**src/rtl/write_through_drain_pkg.sv**
```systemverilog
// Shared definitions for the write-through drain buffer: drain FSM encoding
// and the width of one buffered entry.
package write_through_drain_pkg;

  typedef enum logic [1:0] {
    D_IDLE = 2'b00,
    D_BUSY = 2'b01
  } drain_state_e;

  function automatic int entry_w(input int addr_w, input int nbytes, input int data_w);
    return addr_w + nbytes + data_w;
  endfunction

endpackage

```
**src/rtl/write_through_drain_regfile.sv**
```systemverilog
// Entry storage for the drain buffer: one write port, one combinational
// read port, cleared to zero by the asynchronous reset.
module write_through_drain_regfile #(
  parameter int DEPTH_W = 2,
  parameter int WIDTH   = 8
) (
  input  logic               clk,
  input  logic               reset,
  input  logic               we,
  input  logic [DEPTH_W-1:0] waddr,
  input  logic [WIDTH-1:0]   wdata,
  input  logic [DEPTH_W-1:0] raddr,
  output logic [WIDTH-1:0]   rdata
);

  localparam int DEPTH = 2 ** DEPTH_W;

  logic [WIDTH-1:0] mem_q [DEPTH];

  always_ff @(posedge clk or negedge reset) begin
    if (!reset) begin
      for (int i = 0; i < DEPTH; i++) mem_q[i] <= '0;
    end else if (we) begin
      mem_q[waddr] <= wdata;
    end
  end

  assign rdata = mem_q[raddr];

endmodule

```
**src/rtl/write_through_drain.sv**
```systemverilog
// Write-through buffer: queues front-end word writes and drains them in order
// through a one-outstanding valid/ready requester toward the write channel.
module write_through_drain
  import write_through_drain_pkg::*;
#(
  parameter int FE_ADDR_W = 32,
  parameter int FE_DATA_W = 32,
  parameter int FE_NBYTES = FE_DATA_W / 8,
  parameter int FE_BYTE_W = $clog2(FE_NBYTES),
  parameter int DEPTH_W   = 2
) (
  input  logic                           clk,
  input  logic                           reset,
  input  logic                           push,
  input  logic [FE_ADDR_W-FE_BYTE_W-1:0] push_addr,
  input  logic [FE_NBYTES-1:0]           push_wstrb,
  input  logic [FE_DATA_W-1:0]           push_wdata,
  output logic                           full,
  output logic                           empty,
  output logic                           idle,
  output logic [DEPTH_W:0]               level,
  output logic                           overflow,
  output logic                           valid,
  output logic [FE_ADDR_W-FE_BYTE_W-1:0] addr,
  output logic [FE_NBYTES-1:0]           wstrb,
  output logic [FE_DATA_W-1:0]           wdata,
  input  logic                           ready
);

  localparam int AW      = FE_ADDR_W - FE_BYTE_W;
  localparam int DEPTH   = 2 ** DEPTH_W;
  localparam int ENTRY_W = entry_w(AW, FE_NBYTES, FE_DATA_W);

  localparam logic [DEPTH_W:0]   LVL_FULL = (DEPTH_W + 1)'(DEPTH);
  localparam logic [DEPTH_W:0]   LVL_ONE  = (DEPTH_W + 1)'(1);
  localparam logic [DEPTH_W-1:0] PTR_ONE  = DEPTH_W'(1);

  logic [DEPTH_W-1:0] wr_ptr_q, wr_ptr_d;
  logic [DEPTH_W-1:0] rd_ptr_q, rd_ptr_d;
  logic [DEPTH_W:0]   level_q, level_d;
  logic               overflow_q, overflow_d;
  drain_state_e       state_q, state_d;

  logic               push_ok;
  logic               pop;
  logic [ENTRY_W-1:0] head;

  // Full is judged on the pre-edge level, so a same-cycle pop never frees a slot.
  assign full    = (level_q == LVL_FULL);
  assign empty   = (level_q == '0);
  assign idle    = empty && (state_q == D_IDLE);
  assign level   = level_q;
  assign overflow = overflow_q;
  assign push_ok = push && !full;
  assign pop     = (state_q == D_BUSY) && ready;

  always_comb begin
    wr_ptr_d   = wr_ptr_q;
    rd_ptr_d   = rd_ptr_q;
    level_d    = level_q;
    overflow_d = overflow_q | (push && full);
    if (push_ok) wr_ptr_d = wr_ptr_q + PTR_ONE;
    if (pop)     rd_ptr_d = rd_ptr_q + PTR_ONE;
    case ({push_ok, pop})
      2'b10:   level_d = level_q + LVL_ONE;
      2'b01:   level_d = level_q - LVL_ONE;
      default: level_d = level_q;
    endcase
  end

  // Head stays presented while busy; it is only popped once the channel completes.
  always_comb begin
    state_d = state_q;
    valid   = 1'b0;
    case (state_q)
      D_IDLE: begin
        valid = !empty;
        if (!empty && ready) state_d = D_BUSY;
      end
      D_BUSY: begin
        if (ready) state_d = D_IDLE;
      end
      default: state_d = D_IDLE;
    endcase
  end

  always_ff @(posedge clk or negedge reset) begin
    if (!reset) begin
      wr_ptr_q   <= '0;
      rd_ptr_q   <= '0;
      level_q    <= '0;
      overflow_q <= 1'b0;
      state_q    <= D_IDLE;
    end else begin
      wr_ptr_q   <= wr_ptr_d;
      rd_ptr_q   <= rd_ptr_d;
      level_q    <= level_d;
      overflow_q <= overflow_d;
      state_q    <= state_d;
    end
  end

  write_through_drain_regfile #(
    .DEPTH_W (DEPTH_W),
    .WIDTH   (ENTRY_W)
  ) u_regfile (
    .clk   (clk),
    .reset (reset),
    .we    (push_ok),
    .waddr (wr_ptr_q),
    .wdata ({push_addr, push_wstrb, push_wdata}),
    .raddr (rd_ptr_q),
    .rdata (head)
  );

  assign {addr, wstrb, wdata} = head;

endmodule

```
**config.mk**
```make
export PLATFORM = sky130hd
export DESIGN_NAME = write_through_drain
export DESIGN_NICKNAME = d
export VERILOG_FILES = /design/src/rtl/write_through_drain_pkg.sv /design/src/rtl/write_through_drain_regfile.sv /design/src/rtl/write_through_drain.sv
export SDC_FILE = /design/constraint.sdc
export NUM_CORES = 1
export LEC_CHECK = 0
export CAP_MARGIN = 20
export CORE_UTILIZATION = 48
export CTS_CLUSTER_DIAMETER = 120
export DETAILED_ROUTE_END_ITERATION = 10
export DONT_BUFFER_PORTS = 1
export MAX_ROUTING_LAYER = met4
export PLACE_DENSITY = 0.73
export SLEW_MARGIN = 20
export SYNTH_ARGS = -nofsm -noshare
export SYNTH_HDL_FRONTEND = slang
export SYNTH_SLANG_ARGS = --single-unit
```
**constraint.sdc**
```tcl
create_clock -name clk -period 3.5 [get_ports clk]
set_input_delay 0.525 -clock clk [delete_from_list [all_inputs] [get_ports clk]]
set_output_delay 0.525 -clock clk [all_outputs]
set_load 0.05 [all_outputs]
```
# Word-level counts from Yosys, hierarchy flattened

Index checks and enable logic that the tools add are counted.

Output and inout bits: 74
RAM bits: 0
Memories kept: 0
Bits in registers: 274
Input bits: 70
Bits in read-only memories: 0
Logic and storage cells: 48
Bits in latches: 0

Equal/unequal tests: 6
Multiply operators: 0
Multiplexer cells: 11
Bitwise operators: 3
Shift operators: 0
Magnitude comparators: 3
Reduce and logical (&&, ||, !) cells: 12
Add/sub/neg operators: 4
Divide/modulo/power cells: 0

Operator list:

| kind                                                                     | count |
|---|---|
| 264-bit bitwise mux                                                      | 1 |
| 66-bit two-way mux                                                       | 3 |
| 66-bit binary-select mux with 2-bit select                               | 1 |
| 66-bit demux with 2-bit select                                           | 1 |
| 3-bit greater-or-equal comparator (second input constant)                | 2 |
| 1-bit logical AND                                                        | 6 |
| 2-bit inverter with 3-bit output                                         | 2 |
| 3-bit case mux with 2 select lines                                       | 1 |
| 2-bit by 1-bit adder with 2-bit output (second input constant)           | 2 |
| 2-bit by 1-bit == test with 1-bit output (second input constant)         | 2 |
| 2-bit two-way mux                                                        | 2 |
| 2-bit case mux with 2 select lines                                       | 1 |
| 3-bit by 1-bit adder with 3-bit output (second input constant)           | 1 |
| 3-bit == test (second input constant)                                    | 1 |
| 3-bit logical NOT                                                        | 1 |
| 3-bit by 1-bit < comparator with 1-bit output (second input constant)    | 1 |
| 3-bit by 1-bit subtractor with 3-bit output (second input constant)      | 1 |
| 2-bit == test (second input constant)                                    | 1 |
| 1-bit logical NOT                                                        | 2 |
| 2-bit logical NOT                                                        | 1 |
| 2-bit by 1-bit inequality test with 1-bit output (second input constant) | 1 |
| 2-bit inequality test (second input constant)                            | 1 |
| 2-bit AND reduction                                                      | 1 |
| 2-bit nonzero test                                                       | 1 |
| other kinds (2)                                                          | 2 |

# Longest topological paths before layout

Gate-level depths: netlist of the first run.

Depth after elaboration: 6
Mapped depth: 8
Mapped depth without buffers: 8

# By module

A second synthesis of the first run with hierarchy kept.

Cell total of the unflattened synthesis: 675
Area, all modules: 11,787.6 um^2

By module, submodules not included:

| module                      | cells each | times used | area an instance (um^2) |
|---|---|---|---|
| write_through_drain_regfile | 640        | 1          | 11,349.6 |
| write_through_drain         | 35         | 1          | 437.9 |

# Worst setup path before layout of the first run

No wires, ideal clock.

Kind: register to register
Start point: reg level_q[0], in the netlist level[0]
End point: reg state_q[0]
Setup time: 0.126 ns
Required time: 3.374 ns
Stages on the path, launching flop included: 4
Setup slack: 0.536 ns
Period minus slack after synthesis: 2.964 ns
Arrival: 2.838 ns
Path through: dfrtp_1 > nor3_1 > nor2_1 > mux2_2

Cells in the longest elaborated chain, start to end: 5

RTL lines:

| what                                                       | line                      | source |
|---|---|---|
| start, declared                                            | write_through_drain.sv:40 | `logic [DEPTH_W:0] level_q, level_d;` |
| start signal, assigned                                     | write_through_drain.sv:97 | `level_q <= level_d;` |
| 3-bit logical NOT                                          | write_through_drain.sv:50 | `assign empty = (level_q == '0);` |
| via empty                                                  | write_through_drain.sv:19 | `output logic empty,` |
| 1-bit logical NOT                                          | write_through_drain.sv:78 | `if (!empty && ready) state_d = D_BUSY;` |
| 1-bit logical AND                                          | write_through_drain.sv:78 |  |
| 2-bit by 1-bit inequality test with 1-bit output (no line) | n/a                       |  |
| 2-bit AND reduction (no line)                              | n/a                       |  |
| end signal, assigned                                       | write_through_drain.sv:99 | `state_q <= state_d;` |
| end, declared                                              | write_through_drain.sv:42 | `drain_state_e state_q, state_d;` |

The timed path passes the listed nets, and every way through them passes these cells.
A chain may end at the register's enable or synchronous reset.

# Worst setup path after layout of the first run

Start point: reg rd_ptr_q[0]
End point: out addr[23]

Cells in the longest elaborated chain, start to end: 4

RTL lines:

| what                                                   | line                              | source |
|---|---|---|
| start, declared                                        | write_through_drain.sv:39         | `logic [DEPTH_W-1:0] rd_ptr_q, rd_ptr_d;` |
| start signal, assigned                                 | write_through_drain.sv:96         | `rd_ptr_q <= rd_ptr_d;` |
| 2-bit inverter with 3-bit output (not written as such) | write_through_drain_regfile.sv:28 | `assign rdata = mem_q[raddr];` |
| 66-bit binary-select mux with 2-bit select             | write_through_drain_regfile.sv:28 |  |
| 66-bit two-way mux (not written as such) (2 in a row)  | write_through_drain_regfile.sv:28 |  |
| end, declared                                          | write_through_drain.sv:24         | `output logic [FE_ADDR_W-FE_BYTE_W-1:0] addr,` |

No other way between the ends. The select of a mux whose other input is x is not followed.

==> results.py, run 1 <==
metrics = {
    "run_status": {
        "outcome": "finished with violations",
        "violations": "negative hold slack",
    },
    "setup_path": {
        "endpoint_kind": "output pin",
        "cp_slowest_stage_delay_ns": 0.73,
        "critPathLaunchType": "flip-flop",
        "cp_cell_sequence": "buf_4, mux4_2",
        "arrival_ns": 2.39,
        "critPathTopFamily": "multiplexers",
        "crit_fanout": 20,
        "crit_buf_inv": 1,
        "path_class": "flip-flop to output pin",
        "cp.required_ns": 2.97,
        "cp_slowest_cell": "mux4_2",
    },
    "sta": {
        "hold_violations": 273,
        "drv_slew": 0,
        "setup_viol": 0,
        "rsz0062_at_grt": "no",
        "fmax_ghz": 0.343,
        "fin_crit_ns": 2.92,
        "slew_headroom_pct": 45.6,
        "worst_pin_slew_ns": 0.815,
        "tns_ns": 0,
        "skew_ns": 0.0119,
        "hold_slack_ns": -0.315,
        "min_period_over_period_pct": 83.4,
    },
    "layout": {
        "nets": 762,
        "nFillCells": 1907,
        "final_common_cell": "dfrtp_1",
        "layout_common_cells": "dfrtp_1 (271), mux2_2 (266), mux4_2 (66)",
        "diodes": 0,
        "drive_gt1_share_pct": 56.9,
        "area_delta_synth_final_pct": 9.78,
        "multi_input_area_um2": 4760,
        "regArea_um2": 6840,
    },
    "global_routing": {
        "grtUsageTotal_pct": 20.0,
        "grt_pass1_vias": 6918,
        "grt_antenna_before_repair": 0,
        "grt_overflow_total": 0,
        "grt_pass1_wl_um": 38900,
        "grt_start_max_net_pins": 274,
    },
    "logic_synthesis": {
        "synth-simple-area-share_pct": 0.788,
        "ys_ff_latch": 273,
        "synth_compound_area_share_pct": 0.0630,
        "syn_nets": 759,
        "yosysSeqAreaShare_pct": 57.3,
        "synthAdderAreaFrac_pct": 0.693,
        "yosys_warnings": 0,
        "synthDistinctLibCells": 23,
        "synth_area_um2": 11900,
        "synth_edf_count": 0,
        "synth_top_family_by_area": "multiplexers",
        "avgSynthCellArea_um2": 17.4,
        "yosys.area_share.xor_xnor_pct": 0.441,
        "syn_inst": 683,
        "muxShareOfSynthArea_pct": 37.7,
        "async_flop_share_pct": 100,
        "ys.flop_type": "dfrtp_1",
    },
    "clock_tree": {
        "ctsRootBufferMaster": "clkbuf_16",
        "h-tree-depth": 1,
        "clockBufferDepth": 3,
        "clock-sinks": 273,
        "ctsResizeCount": 0,
        "cts_buffers": 29,
        "clkTransAtPathRegs_ns": 0.06,
        "clock_latency_ns": 0.53,
        "cts_tree": "done",
        "cts_setup_buffers": 0,
    },
    "floorplan": {
        "core_um2": 24300,
        "placementRows": 57,
        "pin_count": 144,
        "die-area_um2": 25500,
        "die_x_um": 160,
        "initial_core_util_pct": 49.0,
        "die_h_um": 160,
    },
    "detailed_routing": {
        "wirelength_um": 23700,
        "drtAntennaViolNets": 0,
        "num_vias": 6022,
        "drc_errors": 0,
        "drt-vias-per-instance": 5.84,
        "met2_length_um": 12200,
        "met3_length_um": 1360,
        "drt-initial-drc-count": 282,
        "highest_layer": "met4",
        "wl_met1_um": 9660,
        "wl_per_cell_um": 23.0,
        "dr.pass1.iters": 4,
    },
    "place": {
        "port_buffers": 0,
        "gpl.final_weighted_congestion": 0.708,
        "hpwl_um": 14600,
    },
    "run": {
        "drv_cap": 0,
    },
    "min_path": {
        "hp-class": "input pin to async pin",
    },
}
-- path summary, 6_finish.rpt --
check,start,end,slack (ns),depth (start not counted)
worst min register to register,u_regfile.mem_q[189]$_DFFE_PN0P_,u_regfile.mem_q[189]$_DFFE_PN0P_,0.50,1
max in group asynchronous,reset,rd_ptr_q[1]$_DFFE_PN0P_,3.37,0
worst max-delay path,rd_ptr_q[0]$_DFFE_PN0P_,addr[23],0.58,2
min in group clk,push,overflow$_DFF_PN0_,0.11,1
worst max register to register,level[0]$_DFFE_PN0P_,u_regfile.mem_q[256]$_DFFE_PN0P_,1.06,5
worst min-delay path,reset,u_regfile.mem_q[76]$_DFFE_PN0P_,-0.32,0
-- worst register-to-register path: stages (launching register included) --
cell and delay, ns:
dfrtp_1 0.87, nor3b_4 0.08, buf_4 0.26, nor2_4 0.14, buf_4 0.52, mux2_2 0.46
-- stage by stage --
stage          utilization (%)  worst slack, ns  area [um2]  hold WS (ns)  cells
4_1_cts                   53.8            0.506       13100        -0.333   1031
3_3_place_gp              50.0             1.08       12200         0.240    979
2_1_floorplan                -            0.536       11900         0.229    683
5_1_grt                   53.8            0.443       13100        -0.341   1031
6_report                  53.8            0.581       13100        -0.315   1031
3_5_place_dp              50.0             1.05       12200         0.240    979
-- logic make-up (layout without fill, tap and decap cells) --
group | count (synthesis) | in the layout
buffers and inverters | 48 | 72
AOI/OAI and AO/OA | 1 | 1
DFF | 273 | 273
and+or+nand+nor | 16 | 16
adders and majority gates | 6 | 6
xor gates and xnor gates | 6 | 6
muxes | 333 | 333
-- state kept, by name, indices dropped and copies added (netlist names) --
register / count
rd_ptr_q: 2
u_regfile.mem_q: 264
state_q: 1
overflow: 1
wr_ptr_q: 2
level: 3
-- cell type report --
type	count	share of cell area [%]
clock buffer	44	6.67
clock inverter	8	0.344
sequential	273	52.3
inverter	5	0.144
tap	324	3.10
timing repair buffer	15	1.05
multi-input combinational	362	36.4
-- synth_stat cells, types with 2 or more instances --
cell type / count / area share (%)
buf_2: 15 / 0.63
mux4_2: 66 / 12
nand2_1: 5 / 0.16
xor2_1: 3 / 0.22
clkbuf_1: 2 / 0.063
mux2_2: 266 / 25
buf_1: 5 / 0.16
nor2_2: 4 / 0.21
dfrtp_1: 273 / 57
nor2_1: 2 / 0.063
xnor2_1: 3 / 0.22
buf_6: 20 / 1.9
ha_1: 5 / 0.53
inv_1: 5 / 0.16
-- metal layers --
metal	track usage (%)	up-vias
li1	-	2532
met1	25.0	3312
met2	33.2	141
met3	4.22	37
met4	5.33	0
met5	-	-
Power of run 1 is left out: the tool's default activity adds up to more than one toggle a clock period on the data nets, which glitch-free logic cannot reach.
==> inputs of run 2 (changes only) <==
- clock period: 3.5 -> 2.7 ns (I/O delays scaled with it)
==> run 2 against run 1 <==
  * The flow still finishes with violations (negative hold slack)
  * Die area is the same
  * Worst setup slack lost 0.43 ns
  * First-iteration DRC count shrank 1.8%
  * Clock-buffer cell count grew 1
  * Final cell count grew 3.6%
==> results.py, run 2 (synthesis gave the netlist of run 1 again) <==
metrics = {
    "layout": {
        "largest_reg_flops": 264,
        "final_common_cell": "dfrtp_1",
        "nets": 801,
        "layout_common_cells": "dfrtp_1 (270), mux2_2 (266), mux4_2 (66)",
        "drive_gt1_share_pct": 53.2,
        "regMostFlops": "u_regfile.mem_q",
        "area_delta_synth_final_pct": 13.4,
        "nFillCells": 1857,
        "diodes": 0,
    },
    "setup_path": {
        "critPathLaunch": "rd_ptr_q[1]$_DFFE_PN0P_",
        "rr_worst_depth": 8,
        "endpoint_kind": "output pin",
        "cp.required_ns": 2.30,
        "crit_end": "wdata[29]",
        "crit_fanout": 32,
        "arrival_ns": 2.15,
        "critPathLaunchType": "flip-flop",
        "path_class": "flip-flop to output pin",
        "r2r_end": "level[2]$_DFFE_PN0P_",
        "r2r_slack_ns": 0.49,
        "reg2reg_from": "level[2]$_DFFE_PN0P_",
    },
    "global_routing": {
        "grt_antenna_before_repair": 0,
        "grt_start_max_net_pins": 274,
        "grt_overflow_total": 0,
        "grt_pass1_wl_um": 40400,
        "grt_pass1_vias": 7345,
        "grtUsageTotal_pct": 20.8,
    },
    "sta": {
        "slew_headroom_pct": 55.9,
        "worst_pin_slew_ns": 0.662,
        "tns_ns": 0,
        "fin_crit_ns": 2.55,
        "rsz0062_at_grt": "no",
        "min_period_over_period_pct": 94.6,
        "hold_violations": 273,
        "hold_slack_ns": -0.418,
        "setup_viol": 0,
        "fmax_ghz": 0.392,
        "skew_ns": 0.0197,
        "drv_slew": 0,
    },
    "floorplan": {
        "placementRows": 57,
        "die_h_um": 160,
        "die-area_um2": 25500,
        "pin_count": 144,
        "core_um2": 24300,
        "die_x_um": 160,
        "initial_core_util_pct": 49.0,
    },
    "clock_tree": {
        "ctsRootBufferMaster": "clkbuf_16",
        "cts_setup_buffers": 0,
        "clockBufferDepth": 3,
        "clkTransAtPathRegs_ns": 0.06,
        "cts_tree": "done",
        "ctsHoldBuffers": 39,
        "clock_latency_ns": 0.54,
        "cts_buffers": 29,
        "clock-sinks": 273,
        "h-tree-depth": 1,
    },
    "detailed_routing": {
        "drtAntennaViolNets": 0,
        "wl_per_cell_um": 23.1,
        "drc_errors": 0,
        "wirelength_um": 24600,
        "dr.pass1.iters": 6,
        "num_vias": 6184,
        "drt-vias-per-instance": 5.79,
        "drt-initial-drc-count": 277,
    },
    "run_status": {
        "violations": "negative hold slack",
        "outcome": "finished with violations",
    },
    "place": {
        "port_buffers": 0,
        "gpl.final_weighted_congestion": 0.704,
        "hpwl_um": 14400,
    },
    "min_path": {
        "hp-class": "input pin to async pin",
    },
    "run": {
        "drv_cap": 0,
    },
}
run 2: worst min-delay path by stage:
stage	start	end	slack (ns)	depth (start not counted)
after detailed placement	reset	u_regfile.mem_q[137]$_DFFE_PN0P_	0.12	0
final	reset	u_regfile.mem_q[137]$_DFFE_PN0P_	-0.42	0
after floorplan	reset	level[0]$_DFFE_PN0P_	0.11	0
after global routing	reset	u_regfile.mem_q[137]$_DFFE_PN0P_	-0.44	0
after CTS	reset	u_regfile.mem_q[63]$_DFFE_PN0P_	-0.45	0
after global placement	reset	u_regfile.mem_q[137]$_DFFE_PN0P_	0.12	0
run 2: critical path, stage by stage, from the launching register on:
cell     delay [ns]
dfrtp_4        0.78
buf_12         0.30
mux4_2         0.52
run 2: timing repair:
action | CTS | global route
gates resized for setup | 0 | 1
setup endpoints to repair | 0 | 16
hold endpoints to repair | 357 | 273
run 2: area by class of cell:
| type | instances | area (um2) | share of cell area (%) |
|---|---|---|---|
| multi-input combinational | 362 | 4760 | 35.2 |
| inverter | 5 | 18.8 | 0.139 |
| clock inverter | 5 | 52.6 | 0.389 |
| timing repair buffer | 54 | 594 | 4.40 |
| sequential | 273 | 6840 | 50.6 |
| tap | 324 | 405 | 3.00 |
| clock buffer | 45 | 836 | 6.19 |
run 2: stage by stage:
step	util [%]	instances	instance area, um2	hold WS (ns)	setup WS, ns
floorplan	-	683	11900	0.109	0.0326
global placement	50.3	979	12200	0.119	0.522
detailed placement	50.3	979	12200	0.119	0.486
CTS	55.5	1068	13500	-0.452	0.0238
global route	55.5	1068	13500	-0.441	0.0807
finish	55.5	1068	13500	-0.418	0.146
run 2: metal layers:
metal | share of wire (%) | up-vias | track usage, % | routed length, um
li1 | - | 2612 | - | -
met1 | 40 | 3395 | 24.4 | 9760
met2 | 53 | 137 | 36.0 | 13100
met3 | 5.2 | 40 | 4.12 | 1280
met4 | 2.1 | 0 | 6.77 | 507
met5 | 0 | - | - | 0
Power of run 2 is left out for the same reason.
==> inputs of run 3 (changes only) <==
- SETUP_SLACK_MARGIN: default -> 0.4
==> run 3 against run 2 <==
  * The flow still finishes with violations (negative hold slack)
  * Critical path depth is 1 higher
  * Routed wire length increased by 8.7%
  * Worst setup slack gained 0.14 ns
  * Sequential share of layout area fell by 2.5 points
  * Clock skew down 0.0081 ns
  * Global-route usage is 0.90 points higher
  * Flip-flop and latch count unchanged
  * Worst hold slack worse by 0.014 ns
  * Utilization increased by 3.0 points
  * Final cell count increased by 3.7%
  * Design area up 5.3%
  * Critical endpoint is now wdata[15]
==> results.py, run 3 (synthesis gave the netlist of run 1 again) <==
metrics = {
    "floorplan": {
        "die_h_um": 160,
        "placementRows": 57,
        "pin_count": 144,
        "initial_core_util_pct": 49.0,
        "die-area_um2": 25500,
        "die_x_um": 160,
        "core_um2": 24300,
    },
    "sta": {
        "rsz0062_at_grt": "yes",
        "hold_violations": 273,
        "drv_slew": 0,
        "slew_headroom_pct": 68.3,
        "setup_viol": 0,
        "fin_crit_ns": 2.41,
        "worst_pin_slew_ns": 0.476,
        "hold_slack_ns": -0.432,
        "fmax_ghz": 0.414,
        "setup_ws_ns": 0.285,
        "skew_ns": 0.0115,
        "tns_ns": 0,
        "min_period_over_period_pct": 89.4,
    },
    "place": {
        "dpl_cell_area_um2": 12200,
        "gpl.final_weighted_congestion": 0.772,
        "hpwl_um": 14000,
        "place_ws_ns": 0.582,
        "port_buffers": 0,
    },
    "setup_path": {
        "r2r_end": "level[2]$_DFFE_PN0P_",
        "r2r_slack_ns": 0.60,
        "critPathLaunchType": "flip-flop",
        "path_class": "flip-flop to output pin",
        "reg2reg_from": "level[2]$_DFFE_PN0P_",
        "cp.required_ns": 2.30,
        "rr_worst_depth": 8,
        "crit_fanout": 4,
        "arrival_ns": 2.01,
        "endpoint_kind": "output pin",
    },
    "global_routing": {
        "grt_pass1_wl_um": 41700,
        "use_met2_pct": 36.0,
        "busiest_layer": "met2",
        "met3_usage_pct": 4.74,
        "grt_overflow_total": 0,
        "grtUsageTotal_pct": 21.7,
        "grt_pass1_vias": 7346,
        "grtUsageMet1_pct": 26.8,
        "grt_start_max_net_pins": 274,
        "grt_antenna_before_repair": 0,
    },
    "clock_tree": {
        "clock-sinks": 273,
        "h-tree-depth": 1,
        "ctsRootBufferMaster": "clkbuf_16",
        "clockBufferDepth": 3,
        "cts_tree": "done",
        "cts_buffers": 29,
        "clkTransAtPathRegs_ns": 0.06,
        "clock_latency_ns": 0.53,
    },
    "layout": {
        "final_common_cell": "dfrtp_1",
        "nFillCells": 1825,
        "layout_common_cells": "dfrtp_1 (268), mux2_2 (266), dlygate4sd3_1 (67)",
        "largest_reg_flops": 264,
        "regArea_um2": 6840,
        "regMostFlops": "u_regfile.mem_q",
        "area_delta_synth_final_pct": 19.4,
        "diodes": 0,
        "nets": 842,
        "stdcell_area_um2": 14200,
        "multi_input_area_um2": 4790,
        "drive_gt1_share_pct": 53.7,
    },
    "detailed_routing": {
        "wirelength_um": 26800,
        "drtAntennaViolNets": 0,
        "num_vias": 6420,
        "drt-initial-drc-count": 351,
        "drc_errors": 0,
        "wl_per_cell_um": 24.2,
        "drt-vias-per-instance": 5.79,
        "dr.pass1.iters": 5,
    },
    "run": {
        "drv_cap": 0,
    },
    "min_path": {
        "hp-class": "input pin to async pin",
    },
    "run_status": {
        "outcome": "finished with violations",
        "violations": "negative hold slack",
    },
}
run 3: final cells by class:
type                       instances  share of cell area (%)
sequential                       273                    48.1
clock buffer                      40                    5.81
inverter                           5                   0.132
multi-input combinational        362                    33.7
tap                              324                    2.85
clock inverter                     9                   0.888
timing repair buffer              95                    8.54
run 3: worst max-delay path by stage:
stage | from | to | slack (ns)
after floorplan | level[0]$_DFFE_PN0P_ | idle | 0.17
after CTS | rd_ptr_q[0]$_DFFE_PN0P_ | wdata[27] | 0.24
final | rd_ptr_q[0]$_DFFE_PN0P_ | wdata[15] | 0.29
after global routing | rd_ptr_q[0]$_DFFE_PN0P_ | addr[22] | 0.23
after global placement | rd_ptr_q[0]$_DFFE_PN0P_ | addr[21] | 0.61
after detailed placement | rd_ptr_q[0]$_DFFE_PN0P_ | wdata[27] | 0.58
run 3: repair_timing:
| item | CTS | global route |
|---|---|---|
| hold buffers | 65 | 2 |
| setup buffers | 3 | 1 |
| setup endpoints to repair | 67 | 66 |
| gates cloned | 7 | 5 |
| hold endpoints to repair | 396 | 276 |
| gates resized for setup | 9 | 3 |
run 3: routing by layer:
| layer | up-vias | routed length (um) |
|---|---|---|
| li1 | 2718 | - |
| met1 | 3453 | 11000 |
| met2 | 191 | 13500 |
| met3 | 58 | 1640 |
| met4 | 0 | 700 |
| met5 | - | 0 |
run 3: critical path, cell delays in order (launching register included):
cell       delay, ns
dfrtp_4         0.45
buf_4           0.17
clkbuf_16       0.18
mux4_2          0.68
run 3: metrics by stage:
stage	util [%]	std cells	hold WS (ns)
2_1_floorplan	-	683	0.109
3_3_place_gp	50.2	976	0.117
3_5_place_dp	50.2	976	0.117
4_1_cts	57.8	1100	-0.459
5_1_grt	58.5	1108	-0.462
6_report	58.5	1108	-0.432
Power of run 3 is left out for the same reason.
